**src/rtl/interconn_pkg.sv**
```systemverilog
// ---------------------------------------------------------------------------
// interconn_pkg
// Shared constants and types for the interconnect receive buffer.
//   N_DEF      default number of MVUs (width of the source one-hot)
//   W_DEF      default data word width
//   BADDR_DEF  default data-memory address width
//   rbuf_entry_t  one buffered delivery {addr, word, from} at default widths
//   entry_width() packed width of an entry for arbitrary N/W/BADDR
// ---------------------------------------------------------------------------
package interconn_pkg;

    localparam int N_DEF     = 8;
    localparam int W_DEF     = 64;
    localparam int BADDR_DEF = 15;

    // Field order matches the packed layout used inside the buffer:
    // addr in the MSBs, source one-hot in the LSBs.
    typedef struct packed {
        logic [BADDR_DEF-1:0] addr;
        logic [W_DEF-1:0]     word;
        logic [N_DEF-1:0]     from;
    } rbuf_entry_t;

    function automatic int entry_width(input int n, input int w, input int baddr);
        return n + w + baddr;
    endfunction

endpackage

```
**src/rtl/interconn_rbuf_mem.sv**
```systemverilog
// ---------------------------------------------------------------------------
// interconn_rbuf_mem
// Storage array for the receive buffer: DEPTH entries of EW bits, one
// synchronous write port and one asynchronous read port. No reset; the
// owning FIFO tracks which entries are valid.
//   clk    clock
//   we     write enable (write on rising edge)
//   waddr  write index
//   wdata  write entry
//   raddr  read index
//   rdata  read entry (combinational from raddr)
// ---------------------------------------------------------------------------
module interconn_rbuf_mem #(
    parameter int DEPTH = 8,
    parameter int EW    = 87
) (
    input  logic                     clk,
    input  logic                     we,
    input  logic [$clog2(DEPTH)-1:0] waddr,
    input  logic [EW-1:0]            wdata,
    input  logic [$clog2(DEPTH)-1:0] raddr,
    output logic [EW-1:0]            rdata
);

    logic [EW-1:0] mem [DEPTH];

    always_ff @(posedge clk) begin
        if (we) begin
            mem[waddr] <= wdata;
        end
    end

    // Asynchronous read: when the FIFO is full and pushes and pops in the
    // same cycle, waddr == raddr and the pop must see the old entry.
    assign rdata = mem[raddr];

endmodule

```
**src/rtl/interconn_recv_buf.sv**
```systemverilog
// ---------------------------------------------------------------------------
// interconn_recv_buf
// Receive buffer between the interconnect and an MVU data memory. Words
// delivered by the interconnect are queued and written to memory whenever
// the MVU is not using its memory port itself. Words arriving while the
// buffer is full (and not draining) are dropped and counted.
//
// Handshake: recv_en is a one-way strobe with no ready; a word presented
// with recv_en=1 is either accepted that edge or dropped (overflow set).
// mem_we is a one-cycle write strobe qualifying mem_addr/mem_wdata/mem_from;
// the memory always accepts it.
//
// Ports
//   clk, clr                 clock, synchronous active-high reset
//   recv_en/from/addr/word   delivered word and its source / destination
//   mem_busy                 MVU-internal write owns the memory port
//   ovf_clr                  clear overflow flag and drop counter
//   mem_we/addr/wdata/from   registered write to the MVU data memory
//   count, full, empty       occupancy and its derived flags
//   overflow, drop_cnt       sticky drop flag, saturating drop counter
// ---------------------------------------------------------------------------
module interconn_recv_buf
    import interconn_pkg::*;
#(
    parameter int N     = N_DEF,
    parameter int W     = W_DEF,
    parameter int BADDR = BADDR_DEF,
    parameter int DEPTH = 8
) (
    input  logic                     clk,
    input  logic                     clr,
    input  logic                     recv_en,
    input  logic [N-1:0]             recv_from,
    input  logic [BADDR-1:0]         recv_addr,
    input  logic [W-1:0]             recv_word,
    input  logic                     mem_busy,
    input  logic                     ovf_clr,
    output logic                     mem_we,
    output logic [BADDR-1:0]         mem_addr,
    output logic [W-1:0]             mem_wdata,
    output logic [N-1:0]             mem_from,
    output logic [$clog2(DEPTH):0]   count,
    output logic                     full,
    output logic                     empty,
    output logic                     overflow,
    output logic [7:0]               drop_cnt
);

    localparam int PW = $clog2(DEPTH);
    localparam int CW = PW + 1;
    localparam int EW = entry_width(N, W, BADDR);
    localparam logic [CW-1:0] DEPTH_C = CW'(DEPTH);

    logic [PW-1:0] wr_ptr;
    logic [PW-1:0] rd_ptr;
    logic          push;
    logic          pop;
    logic          drop;
    logic [EW-1:0] wr_entry;
    logic [EW-1:0] rd_entry;

    // The MVU's own writes win the memory port; a full buffer can still
    // take a word in a cycle where it also pops one.
    assign pop  = (count != '0) & ~mem_busy;
    assign push = recv_en & ((count < DEPTH_C) | pop);
    assign drop = recv_en & ~push;

    assign wr_entry = {recv_addr, recv_word, recv_from};

    interconn_rbuf_mem #(
        .DEPTH (DEPTH),
        .EW    (EW)
    ) u_mem (
        .clk   (clk),
        .we    (push),
        .waddr (wr_ptr),
        .wdata (wr_entry),
        .raddr (rd_ptr),
        .rdata (rd_entry)
    );

    always_ff @(posedge clk) begin
        if (clr) begin
            wr_ptr    <= '0;
            rd_ptr    <= '0;
            count     <= '0;
            mem_we    <= 1'b0;
            mem_addr  <= '0;
            mem_wdata <= '0;
            mem_from  <= '0;
            overflow  <= 1'b0;
            drop_cnt  <= '0;
        end else begin
            // DEPTH is a power of two, so pointer wrap is plain overflow.
            if (push) begin
                wr_ptr <= wr_ptr + PW'(1);
            end

            mem_we <= pop;
            if (pop) begin
                rd_ptr    <= rd_ptr + PW'(1);
                mem_addr  <= rd_entry[EW-1 -: BADDR];
                mem_wdata <= rd_entry[N +: W];
                mem_from  <= rd_entry[N-1:0];
            end

            case ({push, pop})
                2'b10:   count <= count + CW'(1);
                2'b01:   count <= count - CW'(1);
                default: count <= count;
            endcase

            // A drop in the same cycle as ovf_clr restarts the count at 1.
            if (drop) begin
                overflow <= 1'b1;
                if (ovf_clr) begin
                    drop_cnt <= 8'd1;
                end else if (drop_cnt != 8'hFF) begin
                    drop_cnt <= drop_cnt + 8'd1;
                end
            end else if (ovf_clr) begin
                overflow <= 1'b0;
                drop_cnt <= '0;
            end
        end
    end

    assign full  = (count == DEPTH_C);
    assign empty = (count == '0);

endmodule

```
**config.mk**
```make
export PLATFORM = sky130hd
export DESIGN_NAME = interconn_recv_buf
export DESIGN_NICKNAME = d
export VERILOG_FILES = /design/src/rtl/interconn_pkg.sv /design/src/rtl/interconn_rbuf_mem.sv /design/src/rtl/interconn_recv_buf.sv
export SDC_FILE = /design/constraint.sdc
export NUM_CORES = 1
export LEC_CHECK = 0
export BUFFER_PORTS_ARGS = -buffer_cell sky130_fd_sc_hd__buf_2
export CELL_PAD_IN_SITES_DETAIL_PLACEMENT = 1
export CELL_PAD_IN_SITES_GLOBAL_PLACEMENT = 2
export CORE_UTILIZATION = 50
export DETAILED_ROUTE_END_ITERATION = 12
export PLACE_DENSITY_LB_ADDON = 0.12
export RECOVER_POWER = 25
export SLEW_MARGIN = 20
export SYNTH_ARGS = -nofsm -noshare
export SYNTH_HDL_FRONTEND = slang
export SYNTH_SLANG_ARGS = --single-unit
```
**constraint.sdc**
```tcl
create_clock -name clk -period 14.7 [get_ports clk]
set_clock_uncertainty 0.05 [all_clocks]
set_input_delay 0 -clock clk [delete_from_list [all_inputs] [get_ports clk]]
set_output_delay 0 -clock clk [all_outputs]
set_load 0.01 [all_outputs]
```
After elaboration in Yosys (flattened, before gate mapping)
Memories as Yosys holds them, arrays and structs flattened. A register that Yosys moved wholly into a read port is not among the register bits.
Cells that the tools add are included.
{"block": "classes", "add_sub_neg": 5, "n_mul": 0, "div_mod_pow": 0, "n_lt_le_gt_ge": 1, "n_eq_ne": 4, "shift": 0, "mux": 9, "bitwise": 6, "reduce_logical": 6}
{"op": "two-way mux 8 bit", "count": 4}
{"op": "adder 8 x 1 -> 8 bit (second input constant)", "count": 1}
{"op": "!= test 8 bit (second input constant)", "count": 1}
{"op": "one-hot mux 4 bit (2 select lines)", "count": 1}
{"op": "adder 3 x 1 -> 3 bit (second input constant)", "count": 2}
{"op": "nonzero test 2 bit", "count": 3}
{"op": "adder 4 x 1 -> 4 bit (second input constant)", "count": 1}
{"op": "== test 4 bit (second input constant)", "count": 1}
{"op": "zero test 4 bit", "count": 1}
{"op": "less-than comparator 4 bit (second input constant)", "count": 1}
{"op": "two-way mux 1 bit", "count": 4}
{"op": "nonzero test 4 bit", "count": 1}
{"op": "subtractor 4 x 1 -> 4 bit (second input constant)", "count": 1}
{"op": "AND 1 bit", "count": 3}
{"op": "== test 2 x 1 -> 1 bit (second input constant)", "count": 1}
{"op": "== test 2 bit (second input constant)", "count": 1}
{"op": "NOT 1 bit", "count": 2}
{"op": "AND reduction 2 bit", "count": 1}
{"op": "bitwise OR 1 bit", "count": 1}
{"block": "totals", "regBits": 20, "latchBits": 0, "ramBits": 696, "mem_bits_ro": 0, "elab_cells": 38, "n_memories": 1}
{"memory": "u_mem.mem", "depth": 8, "width": 87, "rd": 1, "rd_ports_with_merged_regs": 1, "write_ports": 1, "line_no": "interconn_rbuf_mem.sv:25", "source": "logic [EW-1:0] mem [DEPTH];"}

Depth between registers and ports, before layout
{"block": "logic_depth", "depth_word": 8, "depth_mapped": 12, "mapped_depth_nobuf": 10}

Modules after synthesis
Synthesis repeated with hierarchy kept, for this count alone.
{"block": "hier_totals", "hier_cells": 1510, "area_unflattened_um2": 30145.2}
{"module": "interconn_rbuf_mem", "n_inst": 1, "cells_each": 1019, "area_each_um2": 26181.4, "seq_area_each_um2": 20900.0}
{"module": "interconn_recv_buf", "n_inst": 1, "cells_each": 491, "area_each_um2": 3963.8, "seq_area_each_um2": 2142.1}

Least setup slack after synthesis
Ideal clock, no wire load.
{"block": "synth_path", "kind": "flip-flop to flip-flop", "start": "register count[3]", "end": "memory u_mem.mem[0][0], enable pin", "setup_ps": 639, "arrival_ps": 6830, "required_ps": 14011, "slack_ps": 7180, "stages_incl_launch_ff": 4, "n_path_buf": 0, "period_less_slack_ps": 7520, "path_cell_list": "dfxtp_1 > a21boi_0 > nand2b_1 > nor3_1"}
{"block": "synth_between", "elab_chain_len": 6}
{"element": "start: declaration", "line_no": "interconn_recv_buf.sv:42", "source": "output logic [$clog2(DEPTH):0] count,"}
{"element": "start signal: assignment", "line_no": "interconn_recv_buf.sv:108", "source": "2'b10: count <= count + CW'(1);"}
{"element": "start signal: assignment", "line_no": "interconn_recv_buf.sv:109", "source": "2'b01: count <= count - CW'(1);"}
{"element": "start signal: assignment", "line_no": "interconn_recv_buf.sv:110", "source": "default: count <= count;"}
{"element": "parallel branches: the longest is 2 deep, another holds less-than comparator 4 bit"}
{"element": "bitwise OR 1 bit (*)", "line_no": "interconn_recv_buf.sv:65", "source": "assign push = recv_en & ((count < DEPTH_C) | pop);"}
{"element": "AND 1 bit (*)", "line_no": "interconn_recv_buf.sv:65"}
{"element": "two-way mux 1 bit (*)", "line_no": "interconn_rbuf_mem.sv:28", "source": "if (we) begin"}
{"element": "two-way mux 1 bit (not written as such) (*)", "line_no": "interconn_rbuf_mem.sv:29", "source": "mem[waddr] <= wdata;"}
{"element": "end: declaration", "line_no": "interconn_rbuf_mem.sv:25"}
Mark *: on every way between the ends.

Final worst setup path
{"block": "layout_path", "start": "register count[0]", "end": "register count[3]"}
{"block": "layout_between", "elab_chain_len": 6}
{"element": "parallel branches: the longest is 6 deep, another holds less-than comparator 4 bit"}
Several ways; the timed one is not identified.
A chain may end at the register's enable or synchronous reset.

==> impl_results.md <==
* Peak VDD IR at 0.1403 mV
* Worst path cell trace: or4_1 -> inv_2 -> nor2_4 -> buf_4 -> ha_1 -> ha_1 -> a21oi_1 -> a21oi_1 -> or4_1 -> a21oi_1
* Fin. Hold Viols at 0
* DP HPWL at 34.25 mm
* Flops & latches, synth at 803
* Hold path depth at 2
* Gpl congestion at 0.7286
* GRT Residual Overflow at 0
* CTS root buffer: clkbuf_16
* Drt first pass iters at 5
* Buf/Inv on CP at 2
* Site Rows at 88
* Critical path type: register to register
* Layout cells sized above 1 at 27.99%
* Max-slew violation total from the final report at 0
* Post-cts sizing count at 0
* Most common cell in the netlist: edfxtp_1
* Syn Nets at 1,519
* Reg2reg setup slack at 11.49 ns
* Die width at 244.9 um
* Slew Limit Headroom at 33.34%
* Final nets at 1,837
* Worst-path clk slew at 0.06 ns
* Crit path largest cell delay at 0.71 ns
* YS warnings at 0
* Required time of the critical path at 15.17 ns
* Port bufs at 194
* Via count at 14,939
* Minimum clock period at 3.211 ns
* Async set-reset flop share out of synthesis at 0%
* Max-Cap Viols at 0
* Critical path arrival at 3.68 ns
* Diodes inserted at 0
* Initial core utilization at 50.82%
* TritonCTS Buffers at 81
* Layout fillers at 4,995
* Slowest CP cell: or4_1
* Reg2Reg Depth at 10
* F_max at 311.4 MHz
* Top cells by instance count after synthesis: 696 x edfxtp_1, 174 x mux4_2, 107 x dfxtp_1, 107 x nor2_1, 87 x o22ai_1
* H-tree depth at 3
* Sink Count at 803
* Hold Crit Endpoint: u_mem.mem[5][24]
* R2R Path End: count[3]
* Worst min-delay path class: primary input to register
* Mapped Cells at 1,420
* First-pass GRT wire length at 100.9 mm
* Library cells used by synthesis at 38
* Fin Hold WS at 0.1773 ns
* Clk buf depth at 3
* Reg2reg start: count[0]
* Worst-path maximum fanout at 35
* Starting DRT DRC Count at 993
* Total global-route track usage at 22.93%
* Area share of the largest cell type after synthesis at 70.87%
* CTS tree: done
* Antenna violations before repair at 5
* Status: finished, final reports clean
* Hold wc startpoint: recv_word[16]
* Largest cells by area after synthesis: edfxtp_1 71%, mux4_2 13%, dfxtp_1 7.3%
* Proportion of synthesized chip area in sequential cells at 78.14%
* Remaining antenna violation count after routing at 0
* Synth Cell Area at 0.02949 mm^2
* Area delta synth->final at 18.12%
* Power Density at 174.5 mW/mm^2
* Post-synth top flop: edfxtp_1
* Drt drc at 0
* Power Total at 6077 uW
* Worst setup SP type: register
* Fin crit share at 21.85%
* Mean post-synth cell area at 20.77 um^2
* Largest net degree at the start of global routing at 112
* Final setup viols at 0
* Number of global-route vias before repair at 16,342
* CP top delay family: simple AND/OR/NAND/NOR gates
* Clock Latency Late Sink at 0.62 ns
* Routed len/inst at 26.13 um
* Setup crit end kind: register
* Drt via density at 5.815
* EDFF count, synth at 696
* Worst Tran Pin Value at 0.9999 ns
* Static Leak at 0.01138 uW
* Area leader, netlist: edfxtp_1
* WL final at 67.13 mm
* IO Pins at 195
* Setup bufs post-CTS at 0
* Core Box Area at 0.05803 mm^2
* Final TNS setup at 0 ns
* Die area at 0.05995 mm^2
* Die H at 244.9 um
* Critical Path Most Common Cell: a21oi_1
* RSZ-0062 raised after global routing: no
-- flip-flops by register name, indices dropped and copies added (netlist names), 3 cells and up --
signal     flops
u_mem.mem    696
mem_wdata     64
mem_addr      15
drop_cnt       8
mem_from       8
count          4
rd_ptr         3
wr_ptr         3
-- area by class of cell --
class | instances | area (um^2) | share of cell area, %
sequential | 803 | 23050 | 66.17
multi-input combinational | 531 | 6107 | 17.53
clock buffer | 114 | 2346 | 6.735
timing repair buffer | 314 | 2053 | 5.895
tap | 765 | 957.2 | 2.748
clock inverter | 35 | 292.8 | 0.8405
inverter | 7 | 26.28 | 0.07543
-- worst register-to-register path: cells and delay by family (launching register included) --
kind | cells | cell delay (ns)
AO/OA/AOI/OAI | 3 | 0.45
adder cells (fa/ha/maj) | 2 | 0.63
flip-flops | 1 | 0.36
buffers and inverters | 2 | 0.45
AND/OR/NAND/NOR | 3 | 1.21
-- worst max path at each step --
| stage | startpoint | slack, ns | end | cells after the start |
|---|---|---|---|---|
| after global placement | count[0] | 11.55 | count[3] | 10 |
| after floorplan | count[3] | 7.18 | u_mem.mem[0][0] | 3 |
| final | count[0] | 11.49 | count[3] | 10 |
| after global routing | count[0] | 11.31 | count[3] | 10 |
| after CTS | count[0] | 11.48 | count[3] | 10 |
| after detailed placement | count[0] | 11.51 | count[3] | 10 |
-- power breakdown --
part           internal, uW  total, uW  switching, uW
combinational           561       1250            687
clock                  1200       2030            830
sequential             2660       2800            141
-- metal layers --
| metal | up-vias | wire length, um | GRT usage (%) |
|---|---|---|---|
| met2 | 349 | 34390 | 39.24 |
| met3 | 107 | 2946 | 3.838 |
| met1 | 8003 | 28220 | 30.10 |
| met5 | - | 63 | 0 |
| li1 | 6470 | - | - |
| met4 | 10 | 1504 | 7.298 |
-- metrics by stage --
step                      cells  instance area (um^2)  utilization (%)  setup slack (ns)
after floorplan            1420                 29490                -             7.180
after global placement     2326                 31320            53.98             11.55
after detailed placement   2326                 31320            53.98             11.51
after CTS                  2569                 34900            60.15             11.48
after global routing       2569                 34830            60.03             11.31
final                      2569                 34830            60.03             11.49
-- cell families (layout without fill, tap and decap cells) --
logic type | count (synthesis) | after routing | synth area share (%)
flops | 803 | 803 | 78.14
simple gates | 231 | 231 | 4.243
mux | 177 | 177 | 13.39
compound gates | 111 | 111 | 2.342
buf+inv | 86 | 470 | 1.417
fa+ha+maj | 7 | 7 | 0.3225
xor+xnor | 5 | 5 | 0.1485
-- cells in the final DEF (no fill, tap or decap), types with 18 or more instances in the layout --
master	count
clkbuf_16	85
nor3_1	50
clkbuf_1	73
dfxtp_1	105
buf_2	138
nor3_2	41
dlygate4sd3_1	94
o22ai_1	87
nor2_1	100
mux4_2	174
edfxtp_1	696
buf_4	26
clkinv_1	18
-- timing repair --
item / CTS / global route
hold buffers: 94 / 0
setup endpoints to repair: 0 / 0
endpoints found under the hold margin: 741 / 0
(Power assumes the default switching activity.)
